## config.mk

```make
export PLATFORM = sky130hd
export DESIGN_NAME = c16_ps2_receiver
export DESIGN_NICKNAME = d
export VERILOG_FILES = /design/src/rtl/c16_ps2_pkg.sv /design/src/rtl/c16_ps2_line_filter.sv /design/src/rtl/c16_ps2_receiver.sv
export SDC_FILE = /design/constraint.sdc
export NUM_CORES = 1
export LEC_CHECK = 0
export CAP_MARGIN = 20
export CORE_MARGIN = 5
export CORE_UTILIZATION = 49
export DETAILED_ROUTE_END_ITERATION = 6
export GPL_TIMING_DRIVEN = 0
export PLACE_DENSITY = 0.73
export SETUP_SLACK_MARGIN = 0.02
export SYNTH_ARGS = -nofsm -noshare
export SYNTH_HDL_FRONTEND = slang
export SYNTH_SLANG_ARGS = --single-unit
```

## constraint.sdc

```tcl
create_clock -name clk -period 1.8 [get_ports clk]
set_clock_uncertainty 0.2 [all_clocks]
set_input_delay 0.36 -clock clk [delete_from_list [all_inputs] [get_ports clk]]
set_output_delay 0.36 -clock clk [all_outputs]
set_load 0.02 [all_outputs]
```

## src/rtl/c16_ps2_pkg.sv

```systemverilog
// c16_ps2_pkg
//   Types and constants shared by the C16 PS/2 receiver and its downstream users.
//   - ps2_state_t : frame FSM state encoding {IDLE, DATA, PARITY, STOP}
//   - PS2_BREAK   : break (key release) prefix byte
//   - PS2_EXT     : extended-key prefix byte
package c16_ps2_pkg;

    typedef enum logic [1:0] {
        IDLE   = 2'd0,
        DATA   = 2'd1,
        PARITY = 2'd2,
        STOP   = 2'd3
    } ps2_state_t;

    localparam logic [7:0] PS2_BREAK = 8'hF0;
    localparam logic [7:0] PS2_EXT   = 8'hE0;

endpackage

```

## src/rtl/c16_ps2_line_filter.sv

```systemverilog
// c16_ps2_line_filter
//   Two-flop synchronizer followed by a glitch filter for the raw PS/2 clock.
//   The filtered level only changes after FILTER_LEN consecutive synced
//   samples that differ from it; fall pulses for one cycle per filtered
//   high-to-low transition.
//   Ports:
//     clk      in   system clock
//     reset    in   synchronous, active-high reset (filter settles to idle-high)
//     line_in  in   raw asynchronous line
//     fall     out  1-cycle pulse per filtered falling edge
module c16_ps2_line_filter #(
    parameter int FILTER_LEN = 8
) (
    input  logic clk,
    input  logic reset,
    input  logic line_in,
    output logic fall
);

    localparam int CW = (FILTER_LEN > 1) ? $clog2(FILTER_LEN) : 1;

    logic          sync1;
    logic          sync2;
    logic          line_f;
    logic          next_line_f;
    logic [CW-1:0] cnt;
    logic          cnt_full;

    assign cnt_full = (cnt == CW'(FILTER_LEN - 1));

    always_comb begin
        next_line_f = line_f;
        if ((sync2 != line_f) && cnt_full)
            next_line_f = sync2;
    end

    always_ff @(posedge clk) begin
        if (reset) begin
            sync1  <= 1'b1;
            sync2  <= 1'b1;
            line_f <= 1'b1;
            cnt    <= '0;
            fall   <= 1'b0;
        end else begin
            sync1  <= line_in;
            sync2  <= sync1;
            line_f <= next_line_f;
            fall   <= line_f & ~next_line_f;
            // Any sample matching the filtered level restarts the count,
            // so only an unbroken run of FILTER_LEN differing samples toggles it.
            if ((sync2 == line_f) || cnt_full)
                cnt <= '0;
            else
                cnt <= cnt + 1'b1;
        end
    end

endmodule

```

## src/rtl/c16_ps2_receiver.sv

```systemverilog
// c16_ps2_receiver
//   Receive-only PS/2 keyboard front end for the C16 keyboard matrix stage.
//   Never drives or inhibits the PS/2 bus. Bytes are passed through undecoded
//   (prefixes PS2_BREAK / PS2_EXT arrive as ordinary bytes).
//   Optional feature: define PS2_RX_TIMEOUT_EN to abandon a frame after
//   TIMEOUT_CYCLES idle clk cycles mid-frame.
//   Ports:
//     clk          in   system clock, single domain
//     reset        in   synchronous, active-high reset
//     ps2_clk      in   raw PS/2 clock pin (asynchronous)
//     ps2_dat      in   raw PS/2 data pin (asynchronous)
//     scancode     out  last good byte, held until the next good frame
//     receiveflag  out  1-cycle strobe: scancode just updated
//     parity_err   out  1-cycle strobe: frame dropped, odd parity failed
//     frame_err    out  1-cycle strobe: frame dropped, stop bit was 0
module c16_ps2_receiver
    import c16_ps2_pkg::*;
#(
    parameter int FILTER_LEN     = 8,
    parameter int TIMEOUT_CYCLES = 56000
) (
    input  logic       clk,
    input  logic       reset,
    input  logic       ps2_clk,
    input  logic       ps2_dat,
    output logic [7:0] scancode,
    output logic       receiveflag,
    output logic       parity_err,
    output logic       frame_err
);

    ps2_state_t state;
    logic [2:0] bitcnt;
    logic [7:0] shreg;
    logic       par;
    logic       fall;
    logic       dat_s1;
    logic       dat_s2;
    logic       timeout;

    c16_ps2_line_filter #(
        .FILTER_LEN(FILTER_LEN)
    ) u_clk_filter (
        .clk    (clk),
        .reset  (reset),
        .line_in(ps2_clk),
        .fall   (fall)
    );

    always_ff @(posedge clk) begin
        if (reset) begin
            dat_s1 <= 1'b1;
            dat_s2 <= 1'b1;
        end else begin
            dat_s1 <= ps2_dat;
            dat_s2 <= dat_s1;
        end
    end

`ifdef PS2_RX_TIMEOUT_EN
    localparam int TW = (TIMEOUT_CYCLES > 1) ? $clog2(TIMEOUT_CYCLES) : 1;

    logic [TW-1:0] wd_cnt;

    always_ff @(posedge clk) begin
        if (reset || fall || (state == IDLE))
            wd_cnt <= '0;
        else
            wd_cnt <= wd_cnt + 1'b1;
    end

    assign timeout = (wd_cnt == TW'(TIMEOUT_CYCLES - 1));
`else
    assign timeout = 1'b0;
`endif

    always_ff @(posedge clk) begin
        if (reset) begin
            state       <= IDLE;
            bitcnt      <= '0;
            shreg       <= '0;
            par         <= 1'b0;
            scancode    <= '0;
            receiveflag <= 1'b0;
            parity_err  <= 1'b0;
            frame_err   <= 1'b0;
        end else begin
            receiveflag <= 1'b0;
            parity_err  <= 1'b0;
            frame_err   <= 1'b0;
            if (fall) begin
                case (state)
                    IDLE: begin
                        bitcnt <= '0;
                        if (!dat_s2)
                            state <= DATA;
                    end
                    DATA: begin
                        shreg  <= {dat_s2, shreg[7:1]};
                        bitcnt <= bitcnt + 1'b1;
                        if (bitcnt == 3'd7)
                            state <= PARITY;
                    end
                    PARITY: begin
                        par   <= dat_s2;
                        state <= STOP;
                    end
                    STOP: begin
                        state <= IDLE;
                        // A bad stop bit masks any parity result.
                        if (!dat_s2)
                            frame_err <= 1'b1;
                        else if (^{shreg, par}) begin
                            scancode    <= shreg;
                            receiveflag <= 1'b1;
                        end else
                            parity_err <= 1'b1;
                    end
                    default: state <= IDLE;
                endcase
            end else if (timeout) begin
                state  <= IDLE;
                bitcnt <= '0;
            end
        end
    end

endmodule
```

# Yosys cells after proc, flatten, opt, wreduce, memory -nomap -nowiden
# Index checks and enable logic that the tools add are counted.
# W data, S select, Z words.
[word_totals]
ff_bits = 34
out_inout_bits = 11
word_cells = 52
input_bits = 4
[op_classes]
add_sub_neg = 2
n_eq_ne = 9
n_reduce_logical = 13
n_bitwise = 5
mux = 8
[ops]
columns = ["operator", "n"]
rows = [
  ["$reduce_xor A9 Y1", 1],
  ["$pmux W2 S4", 1],
  ["$add A3 B1 Y3 const B", 2],
  ["$eq A3 B3 Y1 const B", 2],
  ["$pmux W3 S2", 1],
  ["$reduce_and A2 Y1", 3],
  ["$eq A2 B2 Y1 const B", 2],
  ["$mux W1", 4],
  ["$mux W2", 2],
  ["$ne A2 B2 Y1 const B", 2],
  ["$not A1 Y1", 4],
  ["$reduce_and A4 Y1", 1],
  ["$reduce_or A4 Y1", 1],
  ["$reduce_and A3 Y1", 1],
  ["$reduce_or A3 Y1", 1],
  ["$eq A2 B1 Y1 const B", 1],
  ["$logic_not A2 Y1", 1],
  ["$reduce_bool A2 Y1", 1],
  ["$reduce_or A2 Y1", 1],
  ["$and A1 B1 Y1", 1],
  ["$eq A1 B1 Y1", 1],
  ["$logic_and A1 B1 Y1", 1],
  ["$logic_or A1 B1 Y1", 1],
  ["$ne A1 B1 Y1", 1],
]

# Depth between registers and ports, before layout
[logic_depth]
depth_word = 5
depth_mapped = 6

# Cells and area by module
# Synthesis repeated with hierarchy kept, for this count alone.
[unflattened]
cells_unflattened = 146
hier_area_um2 = 1438.9
[by_module_without_submodules]
columns = ["mod", "area_per_inst_um2", "cells_per_inst", "n_inst", "seq_area_each_um2"]
rows = [
  ["c16_ps2_receiver", 1199.9, 128, 1, 540.5],
  ["c16_ps2_line_filter", 239.0, 18, 1, 140.1],
]

# Worst setup path before layout
# OpenSTA, ideal clock, no wires.
[synth_path]
path_type = "register to register"
startpoint = "register shreg[6]"
endpoint = "register scancode[0]"
period_less_slack_ns = 1.772
slack_ns = 0.028
setup_time_ns = 0.072
arrival_ns = 1.500
n_path_buf = 0
path_stages_with_launch = 6
cell_sequence = "dfxtp_1 xnor2_1 xnor2_1 xnor3_2 nor2_8 mux2i_1"
[synth_between]
elab_chain_len = 2
[synth_rtl]
columns = ["element", "line", "text"]
rows = [
  ["start, declared", "c16_ps2_receiver.sv:34", "logic [7:0] shreg;"],
  ["start signal, assigned", "c16_ps2_receiver.sv:99", "shreg <= {dat_s2, shreg[7:1]};"],
  ["$reduce_xor A9 Y1", "c16_ps2_receiver.sv:113", "else if (^{shreg, par}) begin"],
  ["$reduce_and A4 Y1 (no source line)", "--", ""],
  ["end signal, assigned", "c16_ps2_receiver.sv:114", "scancode <= shreg;"],
  ["end, declared", "c16_ps2_receiver.sv:26", "output logic [7:0] scancode,"],
]
# Every way passes these cells.
# A chain may end at the register's enable or synchronous reset.

# Worst setup path in the final report
[layout_path]
startpoint = "register shreg[6]"
endpoint = "register scancode[6]"
[layout_between]
elab_chain_len = 2
[layout_rtl]
columns = ["element", "line"]
rows = [
  ["$reduce_xor A9 Y1", "c16_ps2_receiver.sv:113"],
  ["$reduce_and A4 Y1 (no source line)", "--"],
]
# Parallel ways exist; a longest one is shown, timed or not.

==> parameters.txt <==
Parameter                              Value

Timing
  RSZ-0062 raised after global routing    yes
  Endpoints failing hold    0
  Share of the clock period used by the worst path after layout    102.5%
  Highest attainable clock frequency    roughly 540 MHz
  Pins over their slew limit    0
  Final setup fails    8
  Final WS setup    -0.04549 ns
  Accumulated negative setup slack    -0.2237 ns
  Worst slew margin    approximately two thirds
  Worst slew pin tran    approximately 0.49 ns
  Minimum clock period after layout    1.845 ns

Clocking
  Clock transition at the registers of the reported paths    ~0.11 ns
  Sinks on Clock Net    34
  TritonCTS Buffers    5
  CTS Root Cell    sky130_fd_sc_hd__clkbuf_4
  Cts-stage hold buffer count    0
  Clock H-tree levels    2
  Longest Clk Path Bufs    2
  Clock network latency to the later pin of the worst-skew pair    0.34 ns
  TritonCTS clock tree    built

Layout
  Area of the multi-input gates    around 720 um2
  Final Util    63.30%
  Filler Cells Inserted    227
  Fraction of final layout cells with drive strength greater than 1    a little over a fifth
  Total area of sequential cells    slightly below 700 um2
  Total Nets Final    between 150 and 200
  Layout area overhead    24.04%
  Diode insertion count for antenna repair    0
  Final standard cell count with taps included and fillers excluded    208

Route
  Total detailed-routing wirelength    between 2000 and 3000 um
  DRC violation count after routing    0
  Starting DRC count in detailed routing    53
  Antenna viol nets, final    0
  Pre-antenna DRT Iters    4
  Via total after detailed routing    roughly 1,000
  Routed length per instance    12.28 um
  Vias per cell    around 5

Power and ir drop
  Leakage power figure    roughly 0.73 nW
  Power consumption    1.247 mW
  Largest vdd supply drop    about 570 uV
  Pwr Density    approximately 700 nW/um2

Logic synthesis
  Seq cells post-synth    34
  EDFF count, synth    0
  Post-synthesis sequential area ratio    approximately 49%
  Share of the synthesized area in the top cell type    around half
  Largest area contributor in the synthesized netlist    sky130_fd_sc_hd__dfxtp_1
  Synth Warn #    0
  Mapped cell area    about 1400 um2
  Net count of the mapped netlist    roughly 160
  Yosys cell types    26
  Leading cell types by total area after synthesis    sky130_fd_sc_hd__dfxtp_1, sky130_fd_sc_hd__nand2_1, sky130_fd_sc_hd__ha_1
  Number of cells produced by synthesis    about 150
  Most frequent cells after synthesis    sky130_fd_sc_hd__nand2_1, sky130_fd_sc_hd__dfxtp_1, sky130_fd_sc_hd__a21oi_1, sky130_fd_sc_hd__ha_1
  Mean post-synth cell area    9.363 um2
  Share of synthesized flip-flops with an asynchronous set or reset    0%
  Most frequent cell after synthesis    sky130_fd_sc_hd__nand2_1
  Top FF cell, synth    sky130_fd_sc_hd__dfxtp_1

Critical path
  Most repeated library cell on the critical path    sky130_fd_sc_hd__xnor2_2
  Worst Setup End Kind    register
  Critical R2R Capture    scancode[6]
  Slowest stage cell, crit path    sky130_fd_sc_hd__xnor3_2
  Type of the worst setup path    reg -> reg
  Worst Reg2Reg Path Length in Cells    5
  Sort of element at the start of the critical path    register
  Critical Path Fanout Max    7
  Reg2Reg Launch Point    shreg[6]
  Critical path data required time    ~1.9 ns
  Chain of cells forming the critical path    xnor2_2 > xnor2_2 > xnor3_2 > nor2_8 > mux2i_1
  CP arrival    ~1.9 ns
  Maximum cell stage delay along the critical path    about 0.42 ns
  Register-to-Register Setup Slack    -0.05 ns

Global routing
  Overflow after GRT    0
  Antenna violations before repair    0
  Vias in the first global route    a little under 1,000
  Global-route usage over all layers    a little over an eighth
  Pin count of the biggest net entering global routing    12
  Wire length of the first global-routing pass    4105 um

Run status
  Failing checks    setup timing
  Status    complete, but fails checks

Die
  Placeable core region    about 2700 um2
  Placement Rows    19
  Die Area    4014 um2
  Horiz. Die Dim    63.36 um
  Initial core utilization    between 50% and 60%
  Height of the die    roughly 63 um
  Number of top-level design ports    15

Hold path
  Worst min-delay path class    reg -> reg
  Min-Delay Path Depth    1
  Hold path startpoint    dat_s1
  Hold worst-path end    dat_s2

Job
  Number of max-capacitance violations reported    0

Place
  Placed cells    between 150 and 200
  GPL Wtd Cong    between 0.7 and 0.8
  Port Buf Inserts    14
  Sum of net half-perimeters after detailed placement    ~1700 um
[worst max-delay path: cells and delay by family, from the launching register on]
kind	cells	cell delay, ns
mux	1	0.21
simple gates	1	0.19
flops	1	0.37
xor+xnor	3	0.80
[final cells by class]
type | count | area share, %
repair buffers | 21 | 10.34
flip-flops and latches | 34 | 40.06
plain buffers | 4 | 0.8677
clock buffers | 6 | 2.965
inverters | 5 | 1.085
multi-input cells | 105 | 41.72
well taps | 31 | 2.242
clock inverters | 2 | 0.7231
[registers in the layout, summed over array words and instances (netlist names), 2 cells and up]
signal,count
shreg,8
bitcnt,3
u_clk_filter.cnt,3
state,2
scancode,8
[worst max path at each step]
stage                         from           to  slack (ns)  cells past startpoint
final                     shreg[6]  scancode[6]       -0.05                      5
after global routing      shreg[6]  scancode[6]       -0.17                      5
after CTS                 shreg[0]  scancode[3]       -0.03                      5
after detailed placement     reset  scancode[3]       -0.11                      5
after global placement    shreg[4]  scancode[3]       -0.07                      5
after floorplan           shreg[6]  scancode[0]        0.03                      5
[routing by layer]
metal / routed length [um] / vias up / GRT usage (%) / part of all wire, %
met3: 129 / 6 / 6.572 / 5.1
met4: 52 / 0 / 6.234 / 2.0
met2: 1227 / 17 / 21.07 / 48
met1: 1144 / 462 / 14.81 / 45
li1: - / 543 / - / -
met5: 0 / - / 0 / 0
[per-stage QoR]
step                hold WS, ns  cell area [um2]  setup slack [ns]
floorplan                0.1895             1395           0.02806
global placement         0.1918             1574          -0.06681
detailed placement       0.1947             1574           -0.1075
CTS                      0.2121             1682          -0.03145
global route             0.2301             1730           -0.1657
finish                   0.2183             1730          -0.04549
[report_power, final]
| group | switching (mW) | internal, mW |
|---|---|---|
| clock network | 0.260 | 0.188 |
| logic | 0.0220 | 0.0151 |
| registers | 0.00448 | 0.757 |
[timing repair]
action                     4_1_cts  5_1_grt
pin swaps                        4        3
gates resized for setup         18        8
cloned                           0        0
setup buffers                    4        3
setup endpoints to repair       18       10
[layout by cell type (no fill, tap or decap), types with 2 or more instances in the layout]
master / count
sky130_fd_sc_hd__nand3_1: 2
sky130_fd_sc_hd__clkdlybuf4s50_1: 3
sky130_fd_sc_hd__a21oi_1: 11
sky130_fd_sc_hd__dlygate4sd2_1: 11
sky130_fd_sc_hd__dfxtp_2: 7
sky130_fd_sc_hd__nor2_1: 7
sky130_fd_sc_hd__a22oi_1: 2
sky130_fd_sc_hd__ha_1: 9
sky130_fd_sc_hd__clkbuf_4: 5
sky130_fd_sc_hd__xnor2_1: 2
sky130_fd_sc_hd__clkbuf_1: 4
sky130_fd_sc_hd__nand2_1: 36
sky130_fd_sc_hd__mux2i_1: 8
sky130_fd_sc_hd__and2_1: 3
sky130_fd_sc_hd__nor3_1: 4
sky130_fd_sc_hd__dfxtp_1: 26
sky130_fd_sc_hd__xnor2_2: 6
sky130_fd_sc_hd__o21ai_1: 2
sky130_fd_sc_hd__buf_4: 7
sky130_fd_sc_hd__inv_1: 4
sky130_fd_sc_hd__or2_2: 3
[logic make-up (layout without fill, tap and decap cells)]
family                   after synthesis  in the layout  share of synthesized area (%)
AO/OA/AOI/OAI                         18             18                          7.174
XOR/XNOR                               9              9                          6.726
flip-flops                            34             34                          48.79
multiplexers                           8              8                          5.740
buffers and inverters                 10             38                          2.690
AND/OR/NAND/NOR                       61             61                          20.81
adder cells (fa/ha/maj)                9              9                          8.072
(Power assumes the default switching activity.)
